`src/rtl/ps2_keypad_pkg.sv`:
```
// Scan-code set 2 constants, receive FSM encoding and the 4x4 block to CHIP-8 hex keymap.
package ps2_keypad_pkg;

  localparam logic [7:0] SC_BREAK = 8'hF0;
  localparam logic [7:0] SC_EXT   = 8'hE0;

  localparam logic [7:0] SC_KEY_0 = 8'h22;
  localparam logic [7:0] SC_KEY_1 = 8'h16;
  localparam logic [7:0] SC_KEY_2 = 8'h1E;
  localparam logic [7:0] SC_KEY_3 = 8'h26;
  localparam logic [7:0] SC_KEY_4 = 8'h15;
  localparam logic [7:0] SC_KEY_5 = 8'h1D;
  localparam logic [7:0] SC_KEY_6 = 8'h24;
  localparam logic [7:0] SC_KEY_7 = 8'h1C;
  localparam logic [7:0] SC_KEY_8 = 8'h1B;
  localparam logic [7:0] SC_KEY_9 = 8'h23;
  localparam logic [7:0] SC_KEY_A = 8'h1A;
  localparam logic [7:0] SC_KEY_B = 8'h21;
  localparam logic [7:0] SC_KEY_C = 8'h25;
  localparam logic [7:0] SC_KEY_D = 8'h2D;
  localparam logic [7:0] SC_KEY_E = 8'h2B;
  localparam logic [7:0] SC_KEY_F = 8'h2A;

  typedef enum logic [1:0] {
    ST_IDLE   = 2'd0,
    ST_DATA   = 2'd1,
    ST_PARITY = 2'd2,
    ST_STOP   = 2'd3
  } rx_state_t;

  typedef struct packed {
    logic       valid;
    logic [3:0] k;
  } key_map_t;

  function automatic key_map_t sc_to_key(input logic [7:0] sc);
    key_map_t m;
    m.valid = 1'b1;
    m.k     = 4'h0;
    case (sc)
      SC_KEY_0: m.k = 4'h0;
      SC_KEY_1: m.k = 4'h1;
      SC_KEY_2: m.k = 4'h2;
      SC_KEY_3: m.k = 4'h3;
      SC_KEY_4: m.k = 4'h4;
      SC_KEY_5: m.k = 4'h5;
      SC_KEY_6: m.k = 4'h6;
      SC_KEY_7: m.k = 4'h7;
      SC_KEY_8: m.k = 4'h8;
      SC_KEY_9: m.k = 4'h9;
      SC_KEY_A: m.k = 4'hA;
      SC_KEY_B: m.k = 4'hB;
      SC_KEY_C: m.k = 4'hC;
      SC_KEY_D: m.k = 4'hD;
      SC_KEY_E: m.k = 4'hE;
      SC_KEY_F: m.k = 4'hF;
      default:  m.valid = 1'b0;
    endcase
    return m;
  endfunction

endpackage

```
`src/rtl/ps2_keypad_rx.sv`:
```
// PS/2 frame receiver: pin synchronisers, clock glitch filter, 11-bit frame FSM and idle timeout.
// rx_valid/rx_err are 1-cycle registered strobes; the keyboard cannot be back-pressured.
module ps2_keypad_rx
  import ps2_keypad_pkg::*;
#(
  parameter int SYNC_STAGES    = 2,
  parameter int FILTER_LEN     = 8,
  parameter int TIMEOUT_CYCLES = 200000
) (
  input  logic       clk,
  input  logic       rst,
  input  logic       ps2_clk,
  input  logic       ps2_data,
  output logic [7:0] rx_byte,
  output logic       rx_valid,
  output logic       rx_err,
  output logic       busy
);

  localparam int FW = $clog2(FILTER_LEN + 1);
  localparam int TW = $clog2(TIMEOUT_CYCLES + 1);

  logic [SYNC_STAGES-1:0] clk_sync;
  logic [SYNC_STAGES-1:0] data_sync;
  logic                   clk_s;
  logic                   data_s;

  always_ff @(posedge clk or posedge rst) begin
    if (rst) begin
      clk_sync  <= '1;
      data_sync <= '1;
    end else begin
      clk_sync  <= {clk_sync[SYNC_STAGES-2:0], ps2_clk};
      data_sync <= {data_sync[SYNC_STAGES-2:0], ps2_data};
    end
  end

  assign clk_s  = clk_sync[SYNC_STAGES-1];
  assign data_s = data_sync[SYNC_STAGES-1];

  // filt follows clk_s only after FILTER_LEN consecutive differing samples
  logic          filt;
  logic [FW-1:0] filt_cnt;
  logic          flip;
  logic          fe;

  assign flip = (clk_s != filt) && (filt_cnt == FW'(FILTER_LEN - 1));
  assign fe   = flip && filt;

  always_ff @(posedge clk or posedge rst) begin
    if (rst) begin
      filt     <= 1'b1;
      filt_cnt <= '0;
    end else if (clk_s == filt) begin
      filt_cnt <= '0;
    end else if (flip) begin
      filt     <= clk_s;
      filt_cnt <= '0;
    end else begin
      filt_cnt <= filt_cnt + FW'(1);
    end
  end

  rx_state_t     state, state_nxt;
  logic [2:0]    bit_cnt;
  logic [7:0]    shift;
  logic          par;
  logic [TW-1:0] tcnt;
  logic          timeout;
  logic          valid_nxt;
  logic          err_nxt;

  assign timeout = (state != ST_IDLE) && (tcnt == TW'(TIMEOUT_CYCLES - 1));

  always_ff @(posedge clk or posedge rst) begin
    if (rst) state <= ST_IDLE;
    else     state <= state_nxt;
  end

  always_comb begin
    state_nxt = state;
    if (fe) begin
      case (state)
        ST_IDLE:   if (!data_s) state_nxt = ST_DATA;
        ST_DATA:   if (bit_cnt == 3'd7) state_nxt = ST_PARITY;
        ST_PARITY: state_nxt = ST_STOP;
        ST_STOP:   state_nxt = ST_IDLE;
        default:   state_nxt = ST_IDLE;
      endcase
    end else if (timeout) begin
      state_nxt = ST_IDLE;
    end
  end

  always_comb begin
    valid_nxt = 1'b0;
    err_nxt   = 1'b0;
    if (fe) begin
      case (state)
        ST_IDLE: err_nxt = data_s;
        ST_STOP: begin
          // odd parity over data + parity bit, and a high stop bit
          if (data_s && (^{shift, par})) valid_nxt = 1'b1;
          else                           err_nxt   = 1'b1;
        end
        default: ;
      endcase
    end else if (timeout) begin
      err_nxt = 1'b1;
    end
  end

  always_ff @(posedge clk or posedge rst) begin
    if (rst) begin
      bit_cnt  <= '0;
      shift    <= '0;
      par      <= 1'b0;
      tcnt     <= '0;
      rx_valid <= 1'b0;
      rx_err   <= 1'b0;
    end else begin
      rx_valid <= valid_nxt;
      rx_err   <= err_nxt;
      if (fe || state == ST_IDLE) tcnt <= '0;
      else if (!timeout)          tcnt <= tcnt + TW'(1);
      if (fe) begin
        case (state)
          ST_IDLE: bit_cnt <= '0;
          ST_DATA: begin
            shift   <= {data_s, shift[7:1]};
            bit_cnt <= bit_cnt + 3'd1;
          end
          ST_PARITY: par <= data_s;
          default: ;
        endcase
      end
    end
  end

  assign rx_byte = shift;
  assign busy    = (state != ST_IDLE);

endmodule

```
`src/rtl/ps2_keypad.sv`:
```
// PS/2 keyboard to CHIP-8 hex keypad: tracks make/break/extended prefixes and keeps a held-key bitmap.
// Key outputs register one cycle after a received byte; no backpressure (events are strobes).
module ps2_keypad
  import ps2_keypad_pkg::*;
#(
  parameter int SYNC_STAGES    = 2,
  parameter int FILTER_LEN     = 8,
  parameter int TIMEOUT_CYCLES = 200000
) (
  input  logic        clk,
  input  logic        rst,
  input  logic        ps2_clk,
  input  logic        ps2_data,
  output logic [15:0] key_state,
  output logic        key_down,
  output logic [3:0]  key_code,
  output logic        frame_err,
  output logic        busy
);

  logic [7:0] rx_byte;
  logic       rx_valid;
  logic       rx_err;
  logic       brk;
  logic       ext;
  key_map_t   km;

  ps2_keypad_rx #(
    .SYNC_STAGES   (SYNC_STAGES),
    .FILTER_LEN    (FILTER_LEN),
    .TIMEOUT_CYCLES(TIMEOUT_CYCLES)
  ) u_rx (
    .clk     (clk),
    .rst     (rst),
    .ps2_clk (ps2_clk),
    .ps2_data(ps2_data),
    .rx_byte (rx_byte),
    .rx_valid(rx_valid),
    .rx_err  (rx_err),
    .busy    (busy)
  );

  assign frame_err = rx_err;
  assign km        = sc_to_key(rx_byte);

  always_ff @(posedge clk or posedge rst) begin
    if (rst) begin
      key_state <= '0;
      key_down  <= 1'b0;
      key_code  <= '0;
      brk       <= 1'b0;
      ext       <= 1'b0;
    end else begin
      key_down <= 1'b0;
      if (rx_err) begin
        brk <= 1'b0;
        ext <= 1'b0;
      end else if (rx_valid) begin
        if (rx_byte == SC_BREAK) begin
          brk <= 1'b1;
        end else if (rx_byte == SC_EXT) begin
          ext <= 1'b1;
        end else begin
          brk <= 1'b0;
          ext <= 1'b0;
          // extended codes never alias onto keypad keys
          if (!ext && km.valid) begin
            if (brk) begin
              key_state[km.k] <= 1'b0;
            end else begin
              key_state[km.k] <= 1'b1;
              if (!key_state[km.k]) begin
                key_down <= 1'b1;
                key_code <= km.k;
              end
            end
          end
        end
      end
    end
  end

endmodule

```
`config.mk`:
```
export PLATFORM = sky130hd
export DESIGN_NAME = ps2_keypad
export DESIGN_NICKNAME = d
export VERILOG_FILES = /design/src/rtl/ps2_keypad_pkg.sv /design/src/rtl/ps2_keypad_rx.sv /design/src/rtl/ps2_keypad.sv
export SDC_FILE = /design/constraint.sdc
export NUM_CORES = 1
export LEC_CHECK = 0
export BUFFER_PORTS_ARGS = -buffer_cell sky130_fd_sc_hd__buf_4
export CAP_MARGIN = 40
export CELL_PAD_IN_SITES_DETAIL_PLACEMENT = 0
export CELL_PAD_IN_SITES_GLOBAL_PLACEMENT = 1
export CORE_MARGIN = 2
export CORE_UTILIZATION = 35
export CTS_CLUSTER_DIAMETER = 100
export DETAILED_ROUTE_END_ITERATION = 7
export PLACE_DENSITY = 0.61
export SYNTH_ARGS = -nofsm -noshare
export SYNTH_HDL_FRONTEND = slang
export SYNTH_SLANG_ARGS = --single-unit
```
`constraint.sdc`:
```
create_clock -name clk -period 5.9 [get_ports clk]
set_input_delay 0 -clock clk [delete_from_list [all_inputs] [get_ports clk]]
set_output_delay 0 -clock clk [all_outputs]
set_load 0.01 [all_outputs]
```
==> After elaboration in Yosys (flattened, before gate mapping) <==
Index checks and enable logic that the tools add are counted.
{ "word_totals": {"out_inout_bits": 23, "register_bits": 66} }
{ "classes": {"n_lt_le_gt_ge": 2, "addsub": 3, "muxes": 39, "n_bitwise": 9, "n_reduce_logical": 24, "eq_ne": 31} }
{ "op_table": {"columns": ["cell", "n"], "rows": [
  ["$eq 8x6->1 const B", 9],
  ["$pmux 4 s15", 1],
  ["$eq 8x5->1 const B", 7],
  ["$mux 18", 2],
  ["$mux 1", 24],
  ["$add 18x1->18 const B", 1],
  ["$eq 18x18->1 const B", 1],
  ["$and 16x16->16", 1],
  ["$eq 8x8->1 const B", 2],
  ["$mux 16", 1],
  ["$not 16->16", 1],
  ["$or 16x16->16", 1],
  ["$reduce_or 16->1", 1],
  ["$reduce_and 2->1", 6],
  ["$reduce_xor 9->1", 1],
  ["$mux 2", 4],
  ["$mux 4", 2],
  ["$pmux 2 s4", 1],
  ["$reduce_bool 2->1", 4],
  ["$reduce_and 7->1", 1],
  ["$logic_and 1x1->1", 6],
  ["$ne 3x3->1 const B", 2],
  ["$not 1->1", 6],
  ["$pmux 3 s2", 1],
  ["other kinds (21)", 22]
]} }

==> Depth between registers and ports, before layout <==
{ "depth": {"depth_word": 11, "depth_mapped": 10, "depth_no_buf": 8} }

==> By module <==
From an unflattened synthesis, not the netlist that was laid out.
{ "unflattened": {"cells_unflattened": 345, "area_unflattened_um2": 3646.0} }
{ "modules_own_cells": {"columns": ["module", "seq_area_each_um2", "cells_each", "instances", "area_per_inst_um2"], "rows": [
  ["ps2_keypad_rx", 1082.3, 181, 1, 2098.3],
  ["ps2_keypad", 575.6, 164, 1, 1547.7]
]} }

==> Least setup slack after synthesis <==
No wires, ideal clock.
{ "synth_path": {"kind": "register to register", "from": "reg u_rx.shift[6], in the netlist u_rx.rx_byte[6]", "to": "reg key_code[0]", "path_slack_ns": 3.042, "stages_incl_launch_ff": 10, "t_required_ns": 5.772, "period_less_slack_ns": 2.858, "path_buffers": 2, "setup_ns": 0.128, "t_arrival_ns": 2.730, "cell_sequence": "dfrtp_1 buf_6 or4b_4 or4_1 o311a_1 buf_6 a211oi_2 a211oi_2 nor4_4 mux2_1"} }
{ "synth_via": {"elab_chain_cells": 6, "word_cells_on_any_way": 28, "cone_classes": "18 x eq/ne; 4 x mux; 3 x bitwise; 3 x reduce/logical"} }
{ "synth_lines": {"columns": ["item", "line", "rtl"], "rows": [
  ["start, declared", "ps2_keypad_rx.sv:66", "logic [7:0] shift;"],
  ["start signal, assigned", "ps2_keypad_rx.sv:130", "shift <= {data_s, shift[7:1]};"],
  ["$eq 8x6->1 / $eq 8x5->1 (equally long branches)", "ps2_keypad_pkg.sv:40", "case (sc)"],
  ["$pmux 4 s15", "ps2_keypad_pkg.sv:40", null],
  ["$bmux 1 s4", "ps2_keypad.sv:72", "if (!key_state[km.k]) begin"],
  ["$mux 1 (not written as such)", "ps2_keypad.sv:72", null],
  ["$not 1->1 (no source line)", null, null],
  ["$reduce_and 7->1 (no source line)", null, null],
  ["end signal, assigned", "ps2_keypad.sv:74", "key_code <= km.k;"],
  ["end, declared", "ps2_keypad.sv:16", "output logic [3:0] key_code,"]
]} }
Parallel ways exist; a longest one is shown, timed or not. The select of a mux whose other input is x is not followed.
A chain may end at the register's enable or synchronous reset.

==> Worst setup path after layout <==
{ "layout_path": {"from": "reg u_rx.shift[1], in the netlist u_rx.rx_byte[1]", "to": "reg key_code[3]"} }
The elaborated chain is that of the path after synthesis.

==> results_dict.tcl <==
set metrics [dict create \
    globalplace.congestion 0.858 \
    ant_nets 0 \
    hold_path.class "input pin to async pin" \
    async_flop_share 1.00 \
    cp-endpoint "key_code[3]" \
    power.share.switching 0.240 \
    post_synth_num_cell_types 60 \
    drive_above_1_share 0.196 \
    synth_top_area_frac 0.420 \
    end_kind "flop" \
    final-hold-violation-count 0 \
    synth_warnings 0 \
    chipWidth_um 106 \
    cts_made_buffers 9 \
    stdcell_count 544 \
    grt_max_degree 49 \
    crit_start "u_rx.rx_byte[1]" \
    p_int_mw 0.697 \
    overflow 0 \
    rsz0062_at_grt "false" \
    portBuffers 26 \
    cp_max_fo 16 \
    setup_tns_ns 0 \
    routed_wl_mm 8.11 \
    vias_per_cell 5.20 \
    track_usage 0.159 \
    vdd.ir_drop.worst_uv 114 \
    ctsRootBufferMaster "clkbuf_8" \
    dr_wl_met3_um 252 \
    p_switching_mw 0.220 \
    cts_sinks 66 \
    r2r_slack_ns 2.71 \
    die_y_um 106 \
    maxCapViolations 0 \
    path_cells "or3b_2 -> a211oi_1 -> a21oi_1 -> mux2i_1 -> a221oi_1 -> nor4_4 -> mux2_1" \
    powerDensity_nw_per_um2 217 \
    die_area_sq_um 11200 \
    slew_headroom 0.567 \
    final_cell_mix "dfrtp_1 (61), nand2_1 (36), nor2_1 (32), buf_4 (30), o21ai_0 (23)" \
    fin_nets 415 \
    ys_seq_elements 66 \
    drt-met1-wl_mm 3.85 \
    power_frac_clock 0.437 \
    grt_pass1_wl_mm 14.0 \
    place_ws_ns 2.72 \
    core_sq_um 10200 \
    drtPass1Iterations 4 \
    antenna_found_initial 0 \
    synth_area_leaders "dfrtp_1 (42%), mux2_2 (5.6%), nand2_1 (3.7%)" \
    ys.flop_type "dfrtp_1" \
    fmax_ghz 0.314 \
    syn_inst 374 \
    period_share 0.540 \
    ctsResizeCount 0 \
    status "finished, final reports clean" \
    grt_pass1_vias 2806 \
    seq_power_share 0.520 \
    drt_iter0_drc 87 \
    synth_area_sq_um 3630 \
    cp_slowest_cell "dfrtp_1" \
    r2r-end "key_code[3]" \
    worstMarginPinSlew_ns 0.643 \
    reg2reg_depth 7 \
    power_mw 0.917 \
    p_leak_nw 1.79 \
    fin_skew_ns 0.0112 \
    min_period_ns 3.19 \
    area_growth_pct 16.2 \
    wl_met2_mm 3.81 \
    maxSlewViolCount 0 \
    yosysTopAreaCell "dfrtp_1" \
    crit_arrival_ns 3.41 \
    cts_setup_buffers 0 \
    start_kind "flop" \
    drc 0 \
    htreeDepth 3 \
    placed_cells 525 \
    start_util 0.357 \
    syn_nets 386 \
    synth-edff-count 0 \
    pwr-share-comb 0.043 \
    cts_buffer_depth 2 \
    cts_tree "built" \
    num_antenna_cells 0 \
    dp_hpwl_mm 5.91 \
    setup_viol 0 \
    yosysSeqAreaShare 0.456 \
    max_stage_delay_ns 0.65 \
    setup_slack_ns 2.71 \
    mostFrequentLayoutCell "dfrtp_1" \
    num_vias 2831 \
    syn_avg_cell_area_sq_um 9.71 \
    routed.top_layer "met4" \
    wl_per_cell_um 14.9 \
    pin_count 27 \
    worstSetupPathType "flop to flop" \
    path_clk_slew_ns 0.08 \
    fp-row-count 37 \
    crit_required_ns 6.12 \
    reg2reg_from "u_rx.rx_byte[1]" \
    clk_latency_ns 0.34 \
]
-- stage by stage --
stage | hold slack, ns | area (sq um) | utilization
after detailed placement | 0.0460 | 3980 | 0.391
after CTS | 0.215 | 4220 | 0.414
after floorplan | 0.00448 | 3630 | -
after global placement | 0.109 | 3960 | 0.388
final | 0.228 | 4220 | 0.414
after global routing | 0.236 | 4220 | 0.414
-- logic make-up after synthesis --
kind of cell    Yosys count  synth area share
xor+xnor                 22            0.0531
flops                    66             0.456
simple gates            137             0.195
compound gates           76             0.137
buf+inv                  35            0.0413
mux                      29            0.0872
fa+ha+maj                 9            0.0303
-- synth_stat cells (5+ instances only) --
cell type  number
xor2_1          8
inv_1          19
dfstp_2         5
nand2b_1        6
nor3_1         14
a21oi_1        14
clkbuf_1       10
xnor2_1        14
o21ai_0        23
nor2_1         32
mux2i_1         8
nand3_1        14
mux2_2         18
ha_1            8
dfrtp_1        61
nand2_1        36
-- metal layers --
layer,GRT usage,vias up
li1,-,1386
met1,0.208,1376
met2,0.251,52
met3,0.0396,17
met4,0.0639,0
met5,0,-
-- power by group through the flow --
| stage | combinational [mW] | clock (mW) | sequential, mW |
|---|---|---|---|
| floorplan | 0.0278 | 0 | 0.484 |
| global route | 0.0459 | 0.441 | 0.478 |
| finish | 0.0394 | 0.401 | 0.477 |
| global placement | 0.0359 | 0 | 0.485 |
| detailed placement | 0.0388 | 0 | 0.485 |
| CTS | 0.0407 | 0.418 | 0.477 |
-- cell type report --
cell class	instances	area [sq um]
inverters	19	71.3
repair buffers	34	283
flip-flops and latches	66	1660
fillers	1066	5960
multi-input cells	273	1830
clock buffers	10	138
well taps	136	170
clock inverters	6	71.3
-- worst min path at each step --
stage	endpoint	depth (start not counted)
2_1_floorplan	u_rx.clk_sync[0]	0
3_3_place_gp	u_rx.data_sync[0]	1
3_5_place_dp	u_rx.tcnt[6]	3
4_1_cts	u_rx.tcnt[1]	4
5_1_grt	u_rx.tcnt[5]	4
6_report	u_rx.tcnt[5]	4
-- critical path, delay by kind of cell, from the launching register on --
| kind | cells | cell delay (ns) |
|---|---|---|
| flops | 1 | 0.65 |
| mux | 2 | 0.51 |
| compound gates | 3 | 1.28 |
| simple gates | 2 | 0.62 |
-- timing repair --
action	CTS	global route
hold endpoints to repair	64	0
hold buffers	3	0
setup endpoints to repair	0	0
Power figures use the tool's default switching activity.
